[src/rtl/clk_div_sequencer.sv]
// Programmable half-period divider with run/stop sequencing and boundary-aligned divisor updates.
// Produces a divided clock level plus a one-cycle tick on every toggle to pace the FIFO datapath.
module clk_div_sequencer #(
    parameter int              CNT_W       = 32,
    parameter logic [CNT_W-1:0] DEFAULT_DIV = CNT_W'(500000000)
) (
    input  logic             clk_in,
    input  logic             reset,
    input  logic             run,
    input  logic [CNT_W-1:0] cfg_div,
    input  logic             cfg_valid,
    output logic             cfg_ready,
    output logic             cfg_err,
    output logic             clk_out,
    output logic             tick,
    output logic             busy,
    output logic [CNT_W-1:0] div_active
);

    localparam logic [1:0] ST_IDLE = 2'd0;
    localparam logic [1:0] ST_RUN  = 2'd1;
    localparam logic [1:0] ST_STOP = 2'd2;

    logic [1:0]       state_reg, state_next;
    logic [CNT_W-1:0] counter_reg, counter_next;
    logic [CNT_W-1:0] div_active_reg, div_active_next;
    logic [CNT_W-1:0] pending_reg, pending_next;
    logic             pending_valid_reg, pending_valid_next;
    logic             clk_out_reg, clk_out_next;
    logic             tick_reg, tick_next;
    logic             cfg_err_reg, cfg_err_next;
    logic             cfg_ready_reg, cfg_ready_next;
    logic             busy_reg, busy_next;

    logic cfg_xfer;
    logic cfg_zero;
    logic terminal;
    logic boundary;

    assign cfg_xfer = cfg_valid && cfg_ready_reg;
    assign cfg_zero = (cfg_div == '0);
    assign terminal = (counter_reg == (div_active_reg - CNT_W'(1)));
    // Full-period boundary: the falling toggle of clk_out.
    assign boundary = (state_reg != ST_IDLE) && terminal && clk_out_reg;

    always_comb begin
        state_next         = state_reg;
        counter_next       = counter_reg;
        div_active_next    = div_active_reg;
        pending_next       = pending_reg;
        pending_valid_next = pending_valid_reg;
        clk_out_next       = clk_out_reg;
        tick_next          = 1'b0;
        cfg_err_next       = cfg_xfer && cfg_zero;

        case (state_reg)
            ST_IDLE: begin
                counter_next = '0;
                clk_out_next = 1'b0;
                if (cfg_xfer && !cfg_zero) begin
                    div_active_next = cfg_div;
                end
                if (run) begin
                    state_next = ST_RUN;
                end
            end
            ST_RUN, ST_STOP: begin
                if (terminal) begin
                    counter_next = '0;
                    clk_out_next = !clk_out_reg;
                    tick_next    = 1'b1;
                end else begin
                    counter_next = counter_reg + CNT_W'(1);
                end

                if (state_reg == ST_RUN) begin
                    if (!run) begin
                        state_next = ST_STOP;
                    end
                end else if (run) begin
                    state_next = ST_RUN;
                end else if (boundary) begin
                    state_next = ST_IDLE;
                end

                // A transfer is only accepted while the slot is empty, so these never collide.
                if (boundary && pending_valid_reg) begin
                    div_active_next    = pending_reg;
                    pending_valid_next = 1'b0;
                end
                if (cfg_xfer && !cfg_zero) begin
                    pending_next       = cfg_div;
                    pending_valid_next = 1'b1;
                end
            end
            default: begin
                state_next   = ST_IDLE;
                counter_next = '0;
                clk_out_next = 1'b0;
            end
        endcase

        cfg_ready_next = !pending_valid_next;
        busy_next      = (state_next != ST_IDLE);
    end

    always_ff @(posedge clk_in or posedge reset) begin
        if (reset) begin
            state_reg         <= ST_IDLE;
            counter_reg       <= '0;
            div_active_reg    <= DEFAULT_DIV;
            pending_reg       <= '0;
            pending_valid_reg <= 1'b0;
            clk_out_reg       <= 1'b0;
            tick_reg          <= 1'b0;
            cfg_err_reg       <= 1'b0;
            cfg_ready_reg     <= 1'b1;
            busy_reg          <= 1'b0;
        end else begin
            state_reg         <= state_next;
            counter_reg       <= counter_next;
            div_active_reg    <= div_active_next;
            pending_reg       <= pending_next;
            pending_valid_reg <= pending_valid_next;
            clk_out_reg       <= clk_out_next;
            tick_reg          <= tick_next;
            cfg_err_reg       <= cfg_err_next;
            cfg_ready_reg     <= cfg_ready_next;
            busy_reg          <= busy_next;
        end
    end

    assign cfg_ready  = cfg_ready_reg;
    assign cfg_err    = cfg_err_reg;
    assign clk_out    = clk_out_reg;
    assign tick       = tick_reg;
    assign busy       = busy_reg;
    assign div_active = div_active_reg;

endmodule

[config.mk]
export PLATFORM = sky130hd
export DESIGN_NAME = clk_div_sequencer
export DESIGN_NICKNAME = d
export VERILOG_FILES = /design/src/rtl/clk_div_sequencer.sv
export SDC_FILE = /design/constraint.sdc
export NUM_CORES = 1
export LEC_CHECK = 0
export BUFFER_PORTS_ARGS = -buffer_cell sky130_fd_sc_hd__buf_4
export CAP_MARGIN = 30
export CORE_MARGIN = 4
export CORE_UTILIZATION = 30
export CTS_CLUSTER_SIZE = 16
export DETAILED_ROUTE_END_ITERATION = 7
export GPL_ROUTABILITY_DRIVEN = 0
export SETUP_SLACK_MARGIN = 0.3
export SLEW_MARGIN = 40
export SYNTH_ARGS = -nofsm -noshare
export SYNTH_HDL_FRONTEND = slang
export SYNTH_SLANG_ARGS = --single-unit
export TNS_END_PERCENT = 50
[constraint.sdc]
create_clock -name clk_in -period 5.9 [get_ports clk_in]
set_clock_uncertainty 0.15 [all_clocks]
set_input_delay 1.77 -clock clk_in [delete_from_list [all_inputs] [get_ports clk_in]]
set_output_delay 1.77 -clock clk_in [all_outputs]
set_load 0.05 [all_outputs]
Yosys cells after proc, flatten, opt, wreduce, memory -nomap -nowiden
Cells that the tools add are included.
- add/subtract/negate cells: 2
- $mul: 0
- div/mod/pow operators: 0
- $lt $le $gt $ge: 0
- equality and inequality tests: 6
- shifts and indexed selects: 0
- muxes and demuxes: 18
- bitwise gates (word level): 0
- reductions and logical operators: 17
- operators with widths (kind ; count):
    $mux W32 ; 4
    $pmux W32 S2 ; 1
    $add A32 B1 Y32 const B ; 1
    $eq A32 B32 Y1 ; 1
    $logic_not A32 Y1 ; 1
    $sub A32 B1 Y32 const B ; 1
    $mux W2 ; 5
    $mux W1 ; 7
    $logic_and A1 B1 Y1 ; 6
    $ne A2 B2 Y1 const B ; 3
    $reduce_bool A2 Y1 ; 3
    $pmux W2 S2 ; 1
    $logic_not A1 Y1 ; 3
    $reduce_and A3 Y1 ; 1
    $eq A2 B1 Y1 const B ; 1
    $eq A2 B2 Y1 const B ; 1
    $logic_not A2 Y1 ; 1
    $reduce_and A2 Y1 ; 1
    $reduce_or A2 Y1 ; 1
- register bits after elaboration: 104
- latch bits: 0
- RAM bits: 0
- ROM bits: 0
- input port bits: 36
- output and inout port bits: 37
- word-level logic and storage cells: 53
- memories kept: 0

Depth between registers and ports, before layout
Gate-level depths: netlist (run 1).
- depth in word-level cells: 9
- mapped depth: 11
- mapped depth without buffers: 10

Worst setup path after synthesis (run 1)
OpenSTA, ideal clock, no wires.
- kind: reg2reg
- start: register div_active_reg[0], in the netlist div_active[0]
- end: register div_active_reg[2], in the netlist div_active[2]
- arrival: 3.847 ns
- path slack: 1.775 ns
- cell stages (with the launch flop): 12
- path buffers: 1
- path through: dfrtp_1 > inv_1 > ha_1 > nor4b_1 > nand3b_1 > or4_1 > a211o_1 > a31o_1 > a211o_1 > o41ai_4 > buf_4 > mux2_1
- word-level cells in the longest chain between the ends: 7
- RTL lines (what ; RTL line ; RTL):
    start, declared ; 26 ; logic [CNT_W-1:0] div_active_reg, div_active_next;
    start signal, assigned ; 122 ; div_active_reg <= div_active_next;
    $sub A32 B1 Y32 ; 42 ; assign terminal = (counter_reg == (div_active_reg - CNT_W'(1)));
    $eq A32 B32 Y1 ; 42 ;
    $logic_and A1 B1 Y1 (2 in series) ; 44 ; assign boundary = (state_reg != ST_IDLE) && terminal && clk_out_reg;
    $logic_and A1 B1 Y1 ; 87 ; if (boundary && pending_valid_reg) begin
    $ne A2 B2 Y1 (no line) ; - ;
    $reduce_and A3 Y1 (no line) ; - ;
No other way between the ends.
A chain may end at the register's enable or synchronous reset.

Worst setup path after layout (run 1)
- start: register div_active_reg[1], in the netlist div_active[1]
- end: register div_active_reg[12], in the netlist div_active[12]
Same word-level chain as after synthesis.

==> metrics.cfg, run 1 <==
[route]
wl_per_cell_um = 16.39
top_layer = met4
wl_um = 14790
wl_met1_um = 7215
drtAntennaViolNets = 0
vias = 4430
drt_iter0_markers = 184
drtPass1Iterations = 4
post-route-drc-count = 0
dr_wl_met2_um = 6819
met3_length_um = 515
viasPerCell = 4.911

[setup_path]
cp-start-kind = flip-flop
criticalPathCategory = reg2reg
cp_max_fo = 21
critical_path_arrival_ps = 4990
cp.required_ps = 6000
end_kind = flip-flop

[synth]
synth_ff_type = dfrtp_1
yosysTopAreaCell = dfrtp_1
yosysWarnings = 0
synth_edf_count = 0
synth_top_area_share_pct = 37.68
seq_area_frac_synth_pct = 43.84
ys_ff_latch = 104
synthArstFlopShare_pct = 100.0
synthCells = 562
synth_fp_nets = 603
synthesis.area_sq_um = 5977
yosys-top-cells-area = dfrtp_1 38%, mux2_2 11%, dfstp_2 6.2%
netlist-cell-type-count = 58
avgSynthCellArea_sq_um = 10.64

[sta]
relSlewSlack_pct = 43.66
slew_viol_final = 0
max_freq_ghz = 0.2042
tightest_slew_ps = 842.3
min_period_over_period_pct = 83.02
fin_tns_setup_ps = 0
setup_violations = 0
hold_viol_final = 0
rsz0062_at_grt = false
fin_ws_ps = 1002
period_needed_ps = 4898

[die]
dieArea_sq_um = 22250
die_width_um = 149.2
core_sq_um = 19530
fp-row-count = 51
initial_core_util_pct = 30.61
die_h_um = 149.2
num_io_pins = 73

[layout]
nFillCells = 2026
final_nets = 673
diodes = 0
layout-drive-gt1-share_pct = 28.26
syn_to_final_growth_pct = 19.53
final_common_cell = dfrtp_1
layout_common_cells = 90 x dfrtp_1, 80 x buf_4, 61 x mux2_2

[clock_tree]
path_clk_slew_ps = 80
clk_latency_ps = 370
htree_levels = 3
cts_setup_buffers = 0
cts_buffer_depth = 2
postCtsHoldBufs = 0
cts-root-buf = clkbuf_16
cts_tree = done
cts_buffers = 9
clock-sinks = 104
cts_resized = 0

[placement]
dpl.hpwl_um = 11130
portBuffers = 72
place_ws_ps = 1002

[power]
comb_power_share_pct = 48.0
p_seq_share_pct = 35.5
p_clk_share_pct = 16.5
cellLeakagePower_nw = 2.904
p_int_mw = 2.040
switching_share_pct = 44.76
powerDensity_nw_per_um2 = 517.0
ir_drop_uv = 259.4
p_switching_mw = 1.653

[worst_hold_path]
hold_path.class = reg2reg

[global_routing]
antenna_found_initial = 0
grt_max_degree = 79
gr-usage-all-layers_pct = 14.07
grt_pass1_vias = 4500
grt-ovfl-total = 0
grt_pass1_wl_um = 24600

[job]
maxCapViolations = 0

[run_status]
outcome = finished, final reports clean

==> per-stage QoR <==
step | std cells | power, mW | instance area, sq um | hold slack (ps) | utilization [%]
final | 902 | 3.694 | 7144 | 355.6 | 36.59
after CTS | 902 | 3.728 | 7139 | 358.8 | 36.56
after detailed placement | 886 | 3.108 | 6842 | 341.2 | 35.04
after floorplan | 562 | 2.544 | 5977 | 325.0 | -
after global placement | 886 | 3.093 | 6839 | 333.0 | 35.03
after global routing | 902 | 3.934 | 7144 | 375.6 | 36.59
==> worst max-delay path, cell delays in order (launching register included) <==
cell	delay, ps
dfrtp_1	430
inv_1	120
ha_1	210
nor4b_1	560
nand3b_1	270
or4_1	560
a211o_1	300
a31o_1	220
a211o_1	330
o41ai_4	820
buf_4	430
mux2_1	350
==> kinds of logic after synthesis <==
family	after synthesis	share of synthesized area, %
compound gates	44	5.715
mux	101	18.82
xor+xnor	67	9.818
simple gates	202	18.00
flops	104	43.83
fa+ha+maj	6	1.214
buf+inv	38	2.596
==> cell usage after synthesis (14+ instances only) <==
master	n
dfrtp_1	90
mux2_2	61
nor4_1	19
dfstp_2	14
nor2_1	53
clkbuf_1	17
inv_1	17
nand3_1	21
xnor2_1	40
xor2_1	27
mux2_1	30
nand2_1	28
==> final timing paths <==
kind	endpoint	cells past startpoint	slack (ps)	startpoint
worst max-delay path	div_active[12]	11	1000	div_active[1]
worst min-delay path	pending_reg[8]	1	360	pending_reg[8]
worst max register to register	div_active[12]	11	1000	div_active[1]
worst min register to register	pending_reg[8]	1	360	pending_reg[8]
max in group asynchronous	div_active[10]	3	3350	reset
min in group asynchronous	pending_reg[3]	2	1370	reset
==> power by group through the flow <==
stage               registers, mW  clock network, mW  logic (mW)
floorplan                    1.60                  0       0.940
global placement             1.32                  0        1.78
detailed placement           1.32                  0        1.79
CTS                          1.31              0.625        1.79
global route                 1.35              0.657        1.93
finish                       1.31              0.610        1.77
==> per-layer routing <==
metal | track usage, % | vias to the layer above
met5 | 0 | -
met1 | 19.67 | 2178
met2 | 21.95 | 77
li1 | - | 2162
met3 | 2.826 | 13
met4 | 4.531 | 0
==> layout make-up <==
type / instances / area (sq um) / area share (%)
Clock inverter: 5 / 45.04 / 0.6305
Clock buffer: 11 / 252.7 / 3.538
Multi-Input combinational cell: 420 / 3226 / 45.15
Tap cell: 265 / 331.6 / 4.641
Timing Repair Buffer: 80 / 600.6 / 8.406
Sequential cell: 104 / 2620 / 36.67
Inverter: 17 / 68.82 / 0.9632
(Power assumes the default switching activity.)
==> inputs of run 2 (changes only) <==
==> constraint.sdc (replaced) <==
create_clock -name clk_in -period 4.4 [get_ports clk_in]
set_clock_uncertainty 0.15 [all_clocks]
set_input_delay 1.32 -clock clk_in [delete_from_list [all_inputs] [get_ports clk_in]]
set_output_delay 1.32 -clock clk_in [all_outputs]
set_load 0.05 [all_outputs]
==> run 2 against run 1 <==
  * Critical path depth increased by 2
  * Worst setup slack lost 510 ps
  * Final area increased by 2.2%
  * Fmax up 25%
  * Clock-buffer cell count fell by 1
  * Cell count rose by 1.4%
  * Sequential power increased by 33%
  * Utilization is 0.80 points higher
  * Routed wire length is 3.5% higher
  * Sequential share of layout area shrank 0.79 points
  * Critical endpoint is now div_active[30]
  * Largest cell class unchanged
==> metrics.cfg, run 2 (same netlist as run 1, synthesis figures left out) <==
[power]
p_int_mw = 2.806
fin_total_pwr_mw = 5.046
switching_share_pct = 44.39
cellLeakagePower_nw = 2.983
p_clk_share_pct = 16.1
p_seq_share_pct = 34.5
p_switching_mw = 2.240
comb_power_share_pct = 49.3
powerDensity_nw_per_um2 = 691.2
ir_drop_uv = 360.6

[clock_tree]
cts-root-buf = clkbuf_16
cts_buffer_depth = 2
path_clk_slew_ps = 70
cts_buffers = 9
postCtsHoldBufs = 0
cts_tree = done
clk_latency_ps = 350
htree_levels = 3
clock-sinks = 104

[layout]
final_nets = 686
final_util_pct = 37.39
layout-drive-gt1-share_pct = 29.69
layout_common_cells = 90 x dfrtp_1, 89 x buf_4, 61 x mux2_2
diodes = 0
finalNonFillerCells = 915
final_common_cell = dfrtp_1
syn_to_final_growth_pct = 22.15
final_area_sq_um = 7301

[sta]
relSlewSlack_pct = 47.35
hold_viol_final = 0
rsz0062_at_grt = false
max_freq_ghz = 0.2558
min_period_over_period_pct = 88.84
holdWs_ps = 354.4
fin_tns_setup_ps = 0
period_needed_ps = 3909
slew_viol_final = 0
fin_ws_ps = 491.3
tightest_slew_ps = 782.6
setup_violations = 0

[placement]
place_inst = 894
portBuffers = 72
placed_cell_area_sq_um = 6919
place_ws_ps = 310.7
dpl.hpwl_um = 11480

[route]
vias = 4529
wl_per_cell_um = 16.72
viasPerCell = 4.950
drt_iter0_markers = 260
wl_um = 15300
drtPass1Iterations = 4
post-route-drc-count = 0
drtAntennaViolNets = 0

[global_routing]
grt_pass1_wl_um = 24720
grtUsageMet1_pct = 20.02
gr-usage-met3_pct = 2.674
grt_max_degree = 75
busiest_layer = met2
grt-ovfl-total = 0
antenna_found_initial = 0
use_met2_pct = 22.15
grt_pass1_vias = 4541
gr-usage-all-layers_pct = 14.01

[setup_path]
cp-start-kind = flip-flop
cp.required_ps = 4480
criticalPathCategory = reg2reg
critical_path_arrival_ps = 3990
cp_max_fo = 11
end_kind = flip-flop

[die]
initial_core_util_pct = 30.61
die_width_um = 149.2
num_io_pins = 73
dieArea_sq_um = 22250
die_h_um = 149.2
core_sq_um = 19530
fp-row-count = 51

[job]
maxCapViolations = 0

[worst_hold_path]
hold_path.class = reg2reg

[run_status]
outcome = finished, final reports clean

[run 2: worst paths after layout]
kind | cells past startpoint | endpoint | start | slack [ps]
max | 13 | div_active[30] | div_active[1] | 490
min | 1 | pending_reg[31] | pending_reg[31] | 350
max reg2reg | 13 | div_active[30] | div_active[1] | 490
min reg2reg | 1 | pending_reg[31] | pending_reg[31] | 350
max in group asynchronous | 3 | div_active[23] | reset | 2330
min in group asynchronous | 2 | pending_reg[6] | reset | 920
[run 2: what timing repair did]
item	CTS	global route
resized for setup	1	5
setup buffers	0	4
pin swaps	0	1
cloned	0	1
setup endpoints to repair	10	30
[run 2: cell type report]
cell class / instances / area, sq um
Fill cell: 2022 / 12230
Multi-Input combinational cell: 420 / 3242
Sequential cell: 104 / 2620
Timing Repair Buffer: 93 / 744.5
Tap cell: 265 / 331.6
Clock buffer: 10 / 229.0
Inverter: 17 / 67.56
Clock inverter: 6 / 66.31
[run 2: worst max-delay path, cell delays in order, from the launching register on]
cell      delay [ps]
dfrtp_1          440
inv_1            120
ha_1             200
nor4b_2          200
buf_4            160
nand3b_1         160
or4_1            540
a211o_1          310
a31o_1           230
a211o_4          310
o41ai_4          310
buf_4            190
buf_6            160
mux2_1           330
[run 2: metal layers]
layer | vias up | wire (um)
met2 | 83 | 6959
met3 | 11 | 507
met5 | - | 0
met1 | 2250 | 7658
met4 | 0 | 174
li1 | 2185 | -
[run 2: power by group through the flow]
stage                     Sequential [mW]  Clock [mW]  Combinational, mW
after detailed placement             1.75           0               2.48
after CTS                            1.74       0.838               2.49
after global routing                 1.79       0.877               2.68
after floorplan                      2.15           0               1.26
after global placement               1.74           0               2.47
final                                1.74       0.814               2.49
